**src/rtl/div2_pkg.sv**
```systemverilog
// Shared multdiv definitions: datapath width, divider FSM states, iteration count.
package div2_pkg;

  localparam int WIDTH = 32;
  localparam int CNT_W = 5;
  localparam logic [CNT_W-1:0] LAST_ITER = 5'd31;

  typedef enum logic [1:0] {
    IDLE = 2'd0,
    RUN  = 2'd1,
    FIX  = 2'd2
  } state_t;

  // Unsigned magnitude of a two's-complement word; 0x80000000 maps to itself.
  function automatic logic [WIDTH-1:0] mag(input logic [WIDTH-1:0] v);
    return v[WIDTH-1] ? (~v + 1'b1) : v;
  endfunction

endpackage

```
**src/rtl/div2_cla.sv**
```systemverilog
// 32-bit carry-lookahead adder built from eight 4-bit lookahead groups.
module CLA_32bit (
  input  logic [31:0] a,
  input  logic [31:0] b,
  input  logic        cin,
  output logic [31:0] sum,
  output logic        cout
);

  logic [31:0] g;
  logic [31:0] p;
  logic [32:0] c;

  assign g    = a & b;
  assign p    = a ^ b;
  assign c[0] = cin;

  genvar gi;
  generate
    for (gi = 0; gi < 8; gi = gi + 1) begin : g_grp
      localparam int B0 = 4 * gi;
      // Lookahead carries inside one 4-bit group.
      assign c[B0+1] = g[B0] | (p[B0] & c[B0]);
      assign c[B0+2] = g[B0+1] | (p[B0+1] & g[B0]) | (p[B0+1] & p[B0] & c[B0]);
      assign c[B0+3] = g[B0+2] | (p[B0+2] & g[B0+1]) | (p[B0+2] & p[B0+1] & g[B0])
                     | (p[B0+2] & p[B0+1] & p[B0] & c[B0]);
      assign c[B0+4] = g[B0+3] | (p[B0+3] & g[B0+2]) | (p[B0+3] & p[B0+2] & g[B0+1])
                     | (p[B0+3] & p[B0+2] & p[B0+1] & g[B0])
                     | (p[B0+3] & p[B0+2] & p[B0+1] & p[B0] & c[B0]);
    end
  endgenerate

  assign sum  = p ^ c[31:0];
  assign cout = c[32];

endmodule

```
**src/rtl/div2.sv**
```systemverilog
// Sequential signed 32-bit divider: radix-2 restoring iteration on magnitudes,
// sign fix-up in a final cycle, divide-by-zero answered on the start edge.
module div2
  import div2_pkg::*;
(
  input  logic             clk,
  input  logic             clr_n,
  input  logic             ctrl_DIV,
  input  logic [WIDTH-1:0] A,
  input  logic [WIDTH-1:0] B,
  output logic [WIDTH-1:0] quotient,
  output logic [WIDTH-1:0] remainder,
  output logic             Ordy,
  output logic             exp
);

  state_t state_reg, state_next;

  logic [WIDTH-1:0] q_reg, q_next;
  logic [WIDTH-1:0] d_reg, d_next;
  logic [WIDTH:0]   r_reg, r_next;
  logic [CNT_W-1:0] cnt_reg, cnt_next;
  logic             sa_reg, sa_next;
  logic             sq_reg, sq_next;
  logic [WIDTH-1:0] quo_reg, quo_next;
  logic [WIDTH-1:0] rem_reg, rem_next;
  logic             ordy_reg, ordy_next;
  logic             exp_reg, exp_next;

  logic             start_ok;
  logic             start_dbz;
  logic [WIDTH-1:0] diff_lo;
  logic             diff_cout;
  logic             trial_msb;
  logic             trial_ok;

  assign start_ok  = ctrl_DIV && (B != '0);
  assign start_dbz = ctrl_DIV && (B == '0);

  // Trial subtraction {R[31:0],Q[31]} - {0,D}: low 32 bits through the CLA,
  // bit 32 is R[31] plus the all-ones top bit of ~{0,D} plus the carry.
  CLA_32bit u_cla (
    .a   ({r_reg[WIDTH-2:0], q_reg[WIDTH-1]}),
    .b   (~d_reg),
    .cin (1'b1),
    .sum (diff_lo),
    .cout(diff_cout)
  );

  assign trial_msb = ~(r_reg[WIDTH-1] ^ diff_cout);
  assign trial_ok  = ~trial_msb;

  // State and datapath registers, cleared asynchronously.
  always_ff @(posedge clk or negedge clr_n) begin
    if (!clr_n) begin
      state_reg <= IDLE;
      q_reg     <= '0;
      d_reg     <= '0;
      r_reg     <= '0;
      cnt_reg   <= '0;
      sa_reg    <= 1'b0;
      sq_reg    <= 1'b0;
      quo_reg   <= '0;
      rem_reg   <= '0;
      ordy_reg  <= 1'b0;
      exp_reg   <= 1'b0;
    end else begin
      state_reg <= state_next;
      q_reg     <= q_next;
      d_reg     <= d_next;
      r_reg     <= r_next;
      cnt_reg   <= cnt_next;
      sa_reg    <= sa_next;
      sq_reg    <= sq_next;
      quo_reg   <= quo_next;
      rem_reg   <= rem_next;
      ordy_reg  <= ordy_next;
      exp_reg   <= exp_next;
    end
  end

  // Next state: a start in any state restarts; RUN exits after the last iteration.
  always_comb begin
    state_next = state_reg;
    if (start_ok) begin
      state_next = RUN;
    end else if (start_dbz) begin
      state_next = IDLE;
    end else begin
      case (state_reg)
        IDLE:    state_next = IDLE;
        RUN:     state_next = (cnt_reg == LAST_ITER) ? FIX : RUN;
        FIX:     state_next = IDLE;
        default: state_next = IDLE;
      endcase
    end
  end

  // Datapath and result updates for each state.
  always_comb begin
    q_next    = q_reg;
    d_next    = d_reg;
    r_next    = r_reg;
    cnt_next  = cnt_reg;
    sa_next   = sa_reg;
    sq_next   = sq_reg;
    quo_next  = quo_reg;
    rem_next  = rem_reg;
    exp_next  = exp_reg;
    ordy_next = 1'b0;
    if (start_ok) begin
      q_next   = mag(A);
      d_next   = mag(B);
      r_next   = '0;
      cnt_next = '0;
      sa_next  = A[WIDTH-1];
      sq_next  = A[WIDTH-1] ^ B[WIDTH-1];
    end else if (start_dbz) begin
      quo_next  = '0;
      rem_next  = A;
      exp_next  = 1'b1;
      ordy_next = 1'b1;
    end else begin
      case (state_reg)
        RUN: begin
          if (trial_ok) begin
            r_next = {trial_msb, diff_lo};
            q_next = {q_reg[WIDTH-2:0], 1'b1};
          end else begin
            r_next = {r_reg[WIDTH-1:0], q_reg[WIDTH-1]};
            q_next = {q_reg[WIDTH-2:0], 1'b0};
          end
          cnt_next = cnt_reg + 1'b1;
        end
        FIX: begin
          quo_next  = sq_reg ? (~q_reg + 1'b1) : q_reg;
          rem_next  = sa_reg ? (~r_reg[WIDTH-1:0] + 1'b1) : r_reg[WIDTH-1:0];
          exp_next  = 1'b0;
          ordy_next = 1'b1;
        end
        default: ;
      endcase
    end
  end

  assign quotient  = quo_reg;
  assign remainder = rem_reg;
  assign Ordy      = ordy_reg;
  assign exp       = exp_reg;

endmodule

```
**config.mk**
```make
export PLATFORM = sky130hd
export DESIGN_NAME = div2
export DESIGN_NICKNAME = d
export VERILOG_FILES = /design/src/rtl/div2_pkg.sv /design/src/rtl/div2_cla.sv /design/src/rtl/div2.sv
export SDC_FILE = /design/constraint.sdc
export NUM_CORES = 1
export LEC_CHECK = 0
export CORE_ASPECT_RATIO = 1.1
export CORE_MARGIN = 2
export CORE_UTILIZATION = 62
export CTS_BUF_LIST = sky130_fd_sc_hd__clkbuf_16
export DETAILED_ROUTE_END_ITERATION = 8
export PLACE_DENSITY = 0.89
export SLEW_MARGIN = 25
export SYNTH_ARGS = -nofsm -noshare
export SYNTH_HDL_FRONTEND = slang
export SYNTH_HIERARCHICAL = 1
export SYNTH_SLANG_ARGS = --single-unit
```
**constraint.sdc**
```tcl
create_clock -name clk -period 7.2 [get_ports clk]
set_clock_uncertainty 0.15 [all_clocks]
set_input_delay 1.08 -clock clk [delete_from_list [all_inputs] [get_ports clk]]
set_output_delay 1.08 -clock clk [all_outputs]
set_load 0.02 [all_outputs]
```
======== Yosys cells after proc, flatten, opt, wreduce, memory -nomap -nowiden ========
Index checks and enable logic that the tools add are counted.
cells by class
  add/sub/neg operators ................... 5
  equal/unequal tests ..................... 4
  mux-type cells .......................... 28
  bitwise logic cells ..................... 215
  reductions and logical operators ........ 8
operator list
  operator                 number
  $mux W32                 15
  $not A32 Y32             5
  $add A32 B1 Y32 const B  4
  $and A1 B1 Y1            124
  $or A1 B1 Y1             80
  $xor A32 B32 Y32         2
  $and A32 B32 Y32         1
  $logic_not A32 Y1        1
  $reduce_bool A32 Y1      1
  $mux W5                  3
  $mux W2                  4
  $mux W1                  6
  $add A5 B1 Y5 const B    1
  $eq A5 B5 Y1 const B     1
  $reduce_and A2 Y1        2
  $reduce_bool A2 Y1       2
  $eq A2 B1 Y1 const B     1
  $eq A2 B2 Y1 const B     1
  $logic_and A1 B1 Y1      2
  $ne A2 B2 Y1 const B     1
  $xor A1 B1 Y1            2
  $not A1 Y1               1
storage, ports and cells
  bits in registers ....................... 171
  bits of input ports ..................... 67
  logic and storage cells ................. 271

======== Depth between registers and ports, before layout ========
Gate-level depths: netlist of run 1.
  depth in word-level cells ............... 26
  gate-level depth with buffers ........... 14

======== Hierarchy ========
Netlist of run 1, hierarchy kept.
by module, submodules not included
  module     instances  cells an instance  area an instance (µm²)  seq. area each (µm²)
  div2       1          1105               9897.0                  4279.1
  CLA_32bit  1          152                1301.2                  0.0

======== Worst setup path before layout of run 1 ========
OpenSTA, ideal clock, no wires.
  path type ............................... register to register
  start ................................... reg r_reg[12]
  end ..................................... reg r_reg[30]
  data arrival time ....................... 3603 ps
  setup slack ............................. 3307 ps
  cell stages (with the launch flop) ...... 14
  cells stage by stage .................... dfrtp_1 -> ha_1 -> a21o_2 -> a21o_1 -> a21oi_2 -> nand4_2 -> a311oi_4 -> nor2_2 -> a221o_1 -> a21o_1 -> xnor2_1 -> clkbuf_1 -> mux2i_1 -> a211oi_2
on the way
  cells in the longest elaborated chain, start to end .. 18
  elaborated cells on any way between the ends .. 26
ends and longest elaborated chain
  element                                                      line                                            text
  from (decl)                                                  div2.sv:21                                      logic [WIDTH:0] r_reg, r_next;
  from (signal assigned)                                       div2.sv:71                                      r_reg <= r_next;
  $and A32 B32 Y32 / $xor A32 B32 Y32 (equally long branches)  div2_cla.sv:14, div2_cla.sv:15
  $and A1 B1 Y1 (on tied branches)                             div2_cla.sv:27, div2_cla.sv:28, div2_cla.sv:29
  $or A1 B1 Y1, or another cell as far along                   div2_cla.sv:27                                  assign c[B0+4] = g[B0+3] | (p[B0+3] & g[B0+2]) | (p[B0+3] & p[B0+2] & g[B0+1])
  $or A1 B1 Y1 / $and A1 B1 Y1 (equally long branches)         div2_cla.sv:28, div2_cla.sv:29
  $or A1 B1 Y1 *                                               div2_cla.sv:29                                  | (p[B0+3] & p[B0+2] & p[B0+1] & p[B0] & c[B0]);
  $and A1 B1 Y1 *                                              div2_cla.sv:29
  $or A1 B1 Y1 *                                               div2_cla.sv:29
  $and A1 B1 Y1 *                                              div2_cla.sv:29
  [... 3 more ...]                                             -
  $and A1 B1 Y1 *                                              div2_cla.sv:29
  $or A1 B1 Y1 *                                               div2_cla.sv:29
  named net diff_cout                                          div2.sv:33                                      logic diff_cout;
  $xor A1 B1 Y1 *                                              div2.sv:50                                      assign trial_msb = ~(r_reg[WIDTH-1] ^ diff_cout);
  $mux W32 *                                                   div2.sv:126                                     if (trial_ok) begin
  $mux W32 *                                                   div2.sv:124                                     case (state_reg)
  $mux W32 *                                                   div2.sv:118                                     end else if (start_dbz) begin
  $mux W32 *                                                   div2.sv:111                                     if (start_ok) begin
The timed path passes the listed nets; every way through them passes the cells marked *. The select of a mux whose other input is x is not followed.
A chain may end at the register's enable or synchronous reset.

======== Worst setup path in the final report of run 1 ========
  start ................................... in B[0]
  end ..................................... reg q_reg[1]
on the way
  cells in the longest elaborated chain, start to end .. 4
  elaborated cells on any way between the ends .. 8
ends and longest elaborated chain
  element                                                                     line                    text
  from (decl)                                                                 div2.sv:10              input logic [WIDTH-1:0] B,
  $reduce_bool A32 Y1 / $logic_not A32 Y1 (equally long branches)             div2.sv:37, div2.sv:38
  $logic_and A1 B1 Y1 (on tied branches)                                      div2.sv:37, div2.sv:38
  $ne A2 B2 Y1 (no source line) / $reduce_bool A2 Y1 (equally long branches)  -
  $reduce_and A2 Y1 (no source line)                                          -
  to (signal assigned)                                                        div2.sv:69              q_reg <= q_next;
  to (decl)                                                                   div2.sv:19              logic [WIDTH-1:0] q_reg, q_next;
Several ways; a longest one is shown, not always the timed one.

==> results of run 1 <==
[stage by stage]
stage	instance area, um2	hold WS (ns)	utilization (%)	setup slack [ns]	power, mW
after CTS	13190	0.3345	74.64	2.897	2.791
after global placement	12600	0.3122	71.30	2.550	1.830
after detailed placement	12600	0.3199	71.30	2.444	1.863
after global routing	13200	0.3531	74.66	2.644	2.941
final	13200	0.3304	74.66	2.848	2.789
after floorplan	11210	0.2932	-	3.307	1.665
[worst max path at each step]
stage / endpoint / slack [ns]
after global routing: q_reg[1] / 2.64
after global placement: q_reg[1] / 2.55
after CTS: q_reg[1] / 2.90
final: q_reg[1] / 2.85
after detailed placement: q_reg[1] / 2.44
after floorplan: r_reg[30] / 3.31
[cells in the final DEF, fill, tap and decap left out, types with 37 or more instances in the layout]
master,instances
o21ai_0,100
nor2_1,96
xor2_1,100
clkdlybuf4s50_1,130
inv_1,53
ha_1,38
dfrtp_1,171
mux2i_1,37
xnor2_1,38
nand2_1,174
[worst min-delay path, stage by stage (launching register included)]
cell	delay [ns]
dfrtp_1	0.34
nand2_1	0.04
o21ai_0	0.06
[cell families after synthesis]
kind of cell             count (synthesis)
other                                    1
flip-flops                             171
buffers and inverters                  131
multiplexers                            37
AND/OR/NAND/NOR                        416
adder cells (fa/ha/maj)                 46
XOR/XNOR                               139
AO/OA/AOI/OAI                          316
[per-layer routing]
metal	vias up	GRT usage, %	wire length (um)
li1	4669	-	-
met1	4768	36.38	11080
met2	347	50.39	14090
met3	54	4.997	1565
met4	0	11.79	625
met5	-	0	0
[where the power goes]
part | internal [mW] | switching (mW) | leakage, nW
Clock | 0.518 | 0.409 | 0.290
Combinational | 0.327 | 0.406 | 3.33
Sequential | 1.03 | 0.103 | 2.22
Total | 1.87 | 0.918 | 5.84
[area by class of cell]
class,instances,share of cell area [%]
Tap cell,238,2.257
Inverter,53,1.508
Sequential cell,171,32.43
Clock buffer,17,3.224
Timing Repair Buffer,142,10.65
Multi-Input combinational cell,957,48.69
Clock inverter,15,1.252
==> results.py, run 1 <==
metrics = {
    "logic_synthesis": {
        "synth-seq-area-share_pct": 38.21,
        "async_reset_ff_share_pct": 100.0,
        "yosys_warnings": 6,
        "syn_avg_cell_area_um2": 8.909,
        "synth_top_family_by_area": "compound AO/OA/AOI/OAI gates",
        "synth-main-ff-cell": "dfrtp_1",
        "yosys-top-cells-count": "174 x nand2_1, 171 x dfrtp_1, 100 x o21ai_0, 100 x xor2_1, 97 x nor2_1",
        "synth.distinct_cells": 64,
        "synthSimpleGateAreaFrac_pct": 17.64,
        "synth_compound_area_share_pct": 19.41,
        "synthTopCellsByArea": "dfrtp_1 38%, xor2_1 7.8%, nand2_1 5.8%, o21ai_0 4.5%, ha_1 4.2%",
        "synth-xor-area-share_pct": 10.87,
        "synth-seq-cells": 171,
        "synth-adder-area-share_pct": 5.676,
        "synth_top_area_cell": "dfrtp_1",
        "syn_inst": 1257,
        "synth_top_cell_area_share_pct": 38.21,
        "synth_edf_count": 0,
        "synthMuxAreaShare_pct": 3.307,
        "synth.most_common_cell": "nand2_1",
        "syn_area_mm2": 0.01120,
    },
    "setup_path": {
        "r2r_cells": 13,
        "setup.worst_path.end_class": "flop",
        "critPathMaxStageDelay_ns": 0.94,
        "cp-start-kind": "primary input",
        "r2r_end": "r_reg[2]",
        "cp.required_ns": 7.37,
        "crit_type": "primary input to flop",
        "cp.depth": 10,
        "worst_path_max_delay_cell": "o31ai_4",
        "critical_path.top_delay_family": "simple AND/OR/NAND/NOR gates",
        "r2r_slack_ns": 3.13,
        "cp_data_arrival_time_ns": 4.52,
        "reg2reg_from": "q_reg[31]",
        "crit_path_start": "B[0]",
        "crit_fanout": 50,
        "path_buf_inv": 3,
        "path_cells": "clkdlybuf4s50_1 > inv_1 > ha_1 > nor3b_1 > nand2_1 > or4_1 > o31ai_4 > buf_12 > nor2_1 > a221o_1",
    },
    "place": {
        "routabilityCongestion": 0.9108,
        "port_buffers": 132,
        "hpwl_mm": 19.64,
        "place_inst": 1561,
    },
    "sta": {
        "tightest_slew_ns": 1.001,
        "setup_tns_ns": 0,
        "relSlewSlack_pct": 33.27,
        "setup_viol": 0,
        "min_period_over_period_pct": 60.44,
        "rsz0062_at_grt": "no",
        "min_period_ns": 4.352,
        "hold_viol_final": 0,
        "fmaxAchievable_mhz": 229.8,
        "report.final.slew_viol_count": 0,
    },
    "drt": {
        "drt_iter0_markers": 847,
        "detail_route.wl_per_cell_um": 17.18,
        "drtPass1Iterations": 5,
        "vias": 9838,
        "ant_nets": 0,
        "drc_errors": 0,
        "viasPerCell": 6.176,
        "wl_mm": 27.36,
    },
    "cts": {
        "clk_path_buf_depth": 2,
        "cts_resized": 0,
        "cts-htree-levels": 4,
        "cts_tree": "done",
        "cts_buffers": 17,
        "cts.sink_count": 171,
        "hold_buffers": 0,
        "clock_latency_ns": 0.44,
        "clk_pin_slew_ns": 0.06,
        "cts_root_buf": "clkbuf_16",
        "cts_setup_buffers": 0,
    },
    "final_layout": {
        "final_layout_size_suffix_gt1_share_pct": 5.387,
        "antennaDiodeCount": 0,
        "final_cells": 1593,
        "seq_area_mm2": 0.004279,
        "fillerInstances": 1233,
        "multi_input_area_mm2": 0.006425,
        "areaGrowthSynthToFinish_pct": 17.84,
        "nets": 1455,
    },
    "pwr": {
        "p_leak_nw": 5.835,
        "powerDensity_mw_per_mm2": 211.4,
        "vdd_drop_max_v": 0.0001895,
    },
    "floorplanning": {
        "fp-row-count": 51,
        "dieArea_mm2": 0.01915,
        "die_y_um": 145.0,
        "die_width_um": 132.1,
        "io_pins": 133,
        "core_area_mm2": 0.01768,
        "start_util_pct": 63.35,
    },
    "worst_hold_path": {
        "min_from": "d_reg[18]",
        "whs_endpoint": "d_reg[18]",
        "holdPathStages": 2,
        "hp-class": "flop to flop",
    },
    "grt": {
        "grt_usage_pct": 29.21,
        "grt_max_degree": 80,
        "grt_pass1_wl_mm": 46.07,
        "gr-total-overflow": 0,
        "grt_pass1_vias": 9561,
        "antenna_found_initial": 0,
    },
    "run_status": {
        "status": "completed",
    },
    "run": {
        "maxCapViolCount": 0,
    },
}
Power figures use the tool's default switching activity.
==> run 2: changes to the inputs <==
CORE_UTILIZATION = 52   (was 62)
PLACE_DENSITY = 0.8   (was 0.89)
clock period = 3.9 ns   (was 7.2 ns; I/O delays follow)
==> run 2 against run 1 <==
  * Routed wire length grew 5.7%
  * Cell count grew 5.2%
  * Combinational power grew 110%
  * Total power grew 88%
  * Design area grew 3.3%
  * Sequential power grew 82%
  * Core utilization shrank 10 points
  * Clock power grew 74%
  * First-iteration DRC count shrank 21%
  * Flip-flop and latch count is the same
  * Via count shrank 0.10%
==> results.py, run 2 (synthesis results as in run 1) <==
metrics = {
    "sta": {
        "tightest_slew_ns": 0.9178,
        "relSlewSlack_pct": 38.81,
        "hold_viol_final": 0,
        "fmaxAchievable_mhz": 266.7,
        "setup_viol": 0,
        "min_period_ns": 3.750,
        "report.final.slew_viol_count": 0,
        "min_period_over_period_pct": 96.15,
    },
    "worst_hold_path": {
        "hp-class": "primary input to async pin",
    },
    "floorplanning": {
        "io_pins": 133,
        "fp-row-count": 56,
        "start_util_pct": 52.75,
        "die_width_um": 143.9,
        "dieArea_mm2": 0.02273,
        "core_area_mm2": 0.02123,
        "die_y_um": 157.9,
    },
    "drt": {
        "detail_route.wl_per_cell_um": 17.25,
        "wl_met1_mm": 12.39,
        "highest_layer": "met4",
        "route.met3.wl_mm": 1.438,
        "drt_iter0_markers": 665,
        "wl_mm": 28.92,
        "viasPerCell": 5.864,
        "drc_errors": 0,
        "vias": 9828,
        "drtPass1Iterations": 5,
        "routed-wl-met2_mm": 14.28,
        "ant_nets": 0,
    },
    "run_status": {
        "status": "completed",
    },
    "pwr": {
        "vdd_drop_max_v": 0.0003133,
        "p_leak_nw": 5.976,
        "sw_frac_of_total_pct": 33.48,
        "clock_power_share_pct": 30.7,
        "finalPower_mw": 5.231,
        "internal_power_mw": 3.480,
        "p_seq_share_pct": 39.5,
        "share_comb_of_total_power_pct": 29.8,
        "p_switching_mw": 1.751,
        "powerDensity_mw_per_mm2": 383.7,
    },
    "run": {
        "maxCapViolCount": 0,
    },
    "place": {
        "routabilityCongestion": 0.8412,
        "placed_area_mm2": 0.01289,
        "hpwl_mm": 20.38,
        "port_buffers": 132,
    },
    "grt": {
        "grt_pass1_wl_mm": 45.86,
        "grt_pass1_vias": 9353,
        "antenna_found_initial": 1,
        "gr-total-overflow": 0,
        "grt_max_degree": 103,
        "grt_usage_pct": 25.13,
    },
    "setup_path": {
        "setup.worst_path.end_class": "flop",
        "cp.required_ns": 4.07,
        "r2r_cells": 14,
        "crit_fanout": 8,
        "cp_data_arrival_time_ns": 3.92,
        "cp-start-kind": "flop",
        "crit_type": "flop to flop",
    },
    "final_layout": {
        "final_common_cell": "nand2_1",
        "final_area_mm2": 0.01363,
        "areaGrowthSynthToFinish_pct": 21.74,
        "mostFrequentLayoutCells": "174 x nand2_1, 171 x dfrtp_1, 131 x clkdlybuf4s50_1",
        "final_layout_size_suffix_gt1_share_pct": 8.375,
        "nets": 1485,
    },
    "cts": {
        "cts_buffers": 17,
        "cts_root_buf": "clkbuf_16",
        "clock_latency_ns": 0.43,
        "cts-htree-levels": 4,
        "cts_tree": "done",
        "clk_path_buf_depth": 2,
        "cts.sink_count": 171,
        "clk_pin_slew_ns": 0.07,
        "hold_buffers": 0,
    },
}
==> run 2: changes by cell type in the layout (fill, tap and decap cells not counted), sizes merged, moves of 2 or more <==
| cell | change |
|---|---|
| buf | +27 |
| clkbuf | +2 |
| clkinv | -2 |
| clkinvlp | +5 |
| inv | -2 |
==> run 2: worst max-delay path, cell delays in order (launching register included) <==
cell	delay (ns)
dfrtp_1	0.39
ha_1	0.37
a21oi_2	0.18
o21ai_1	0.13
a32oi_2	0.24
nand4_2	0.20
a311oi_4	0.41
nor2_2	0.10
a221o_1	0.39
a21o_1	0.23
xnor2_4	0.14
buf_4	0.17
buf_8	0.16
mux2i_1	0.12
a211oi_1	0.28
==> run 2: final timing paths <==
check / startpoint / endpoint / slack (ns)
hold reg to reg: quotient[22] / quotient[22] / 0.33
min in group clk: quotient[22] / quotient[22] / 0.33
hold / removal: clr_n / quotient[8] / 0.06
setup reg to reg: r_reg[6] / r_reg[19] / 0.15
setup / recovery: r_reg[6] / r_reg[19] / 0.15
max in group asynchronous: clr_n / d_reg[23] / 2.53
==> run 2: layout make-up <==
class	count	area, um2
Inverter	53	198.9
Tap cell	290	362.8
Timing Repair Buffer	172	1704
Antenna cell	1	2.502
Clock buffer	17	425.4
Sequential cell	171	4279
Fill cell	1748	7597
Multi-Input combinational cell	957	6533
Clock inverter	15	127.6
==> run 2: repair_timing <==
action / CTS / global route
buffers inserted: 0 / 2
endpoints found under the hold margin: 0 / 0
setup endpoints to repair: 0 / 18
resized for setup: 0 / 21
==> run 2: per-stage QoR <==
step / hold slack [ns] / utilization [%] / setup TNS (ns) / instances / worst slack (ns)
5_1_grt: 0.1463 / 64.20 / -0.1292 / 1675 / -0.02240
6_report: 0.05671 / 64.22 / 0 / 1676 / 0.1500
3_5_place_dp: 0.3167 / 60.73 / 0 / 1638 / 0.08916
4_1_cts: 0.1594 / 63.34 / 0 / 1670 / 0.1213
3_3_place_gp: 0.3107 / 60.73 / 0 / 1638 / 0.1821
2_1_floorplan: 0.1394 / - / 0 / 1259 / 0.006836
==> run 2: routing by layer <==
metal  vias up  track usage [%]
met5         -                0
met4         0            7.983
met3        59            4.144
met2       305            43.06
met1      4747            32.54
li1       4717                -
==> run 2: power groups by stage <==
stage	clock network, mW	logic (mW)	registers, mW
after floorplan	0	1.03	2.04
after global placement	0	1.36	2.08
after detailed placement	0	1.41	2.09
after CTS	1.64	1.43	2.05
after global routing	1.72	1.71	2.08
final	1.61	1.56	2.06
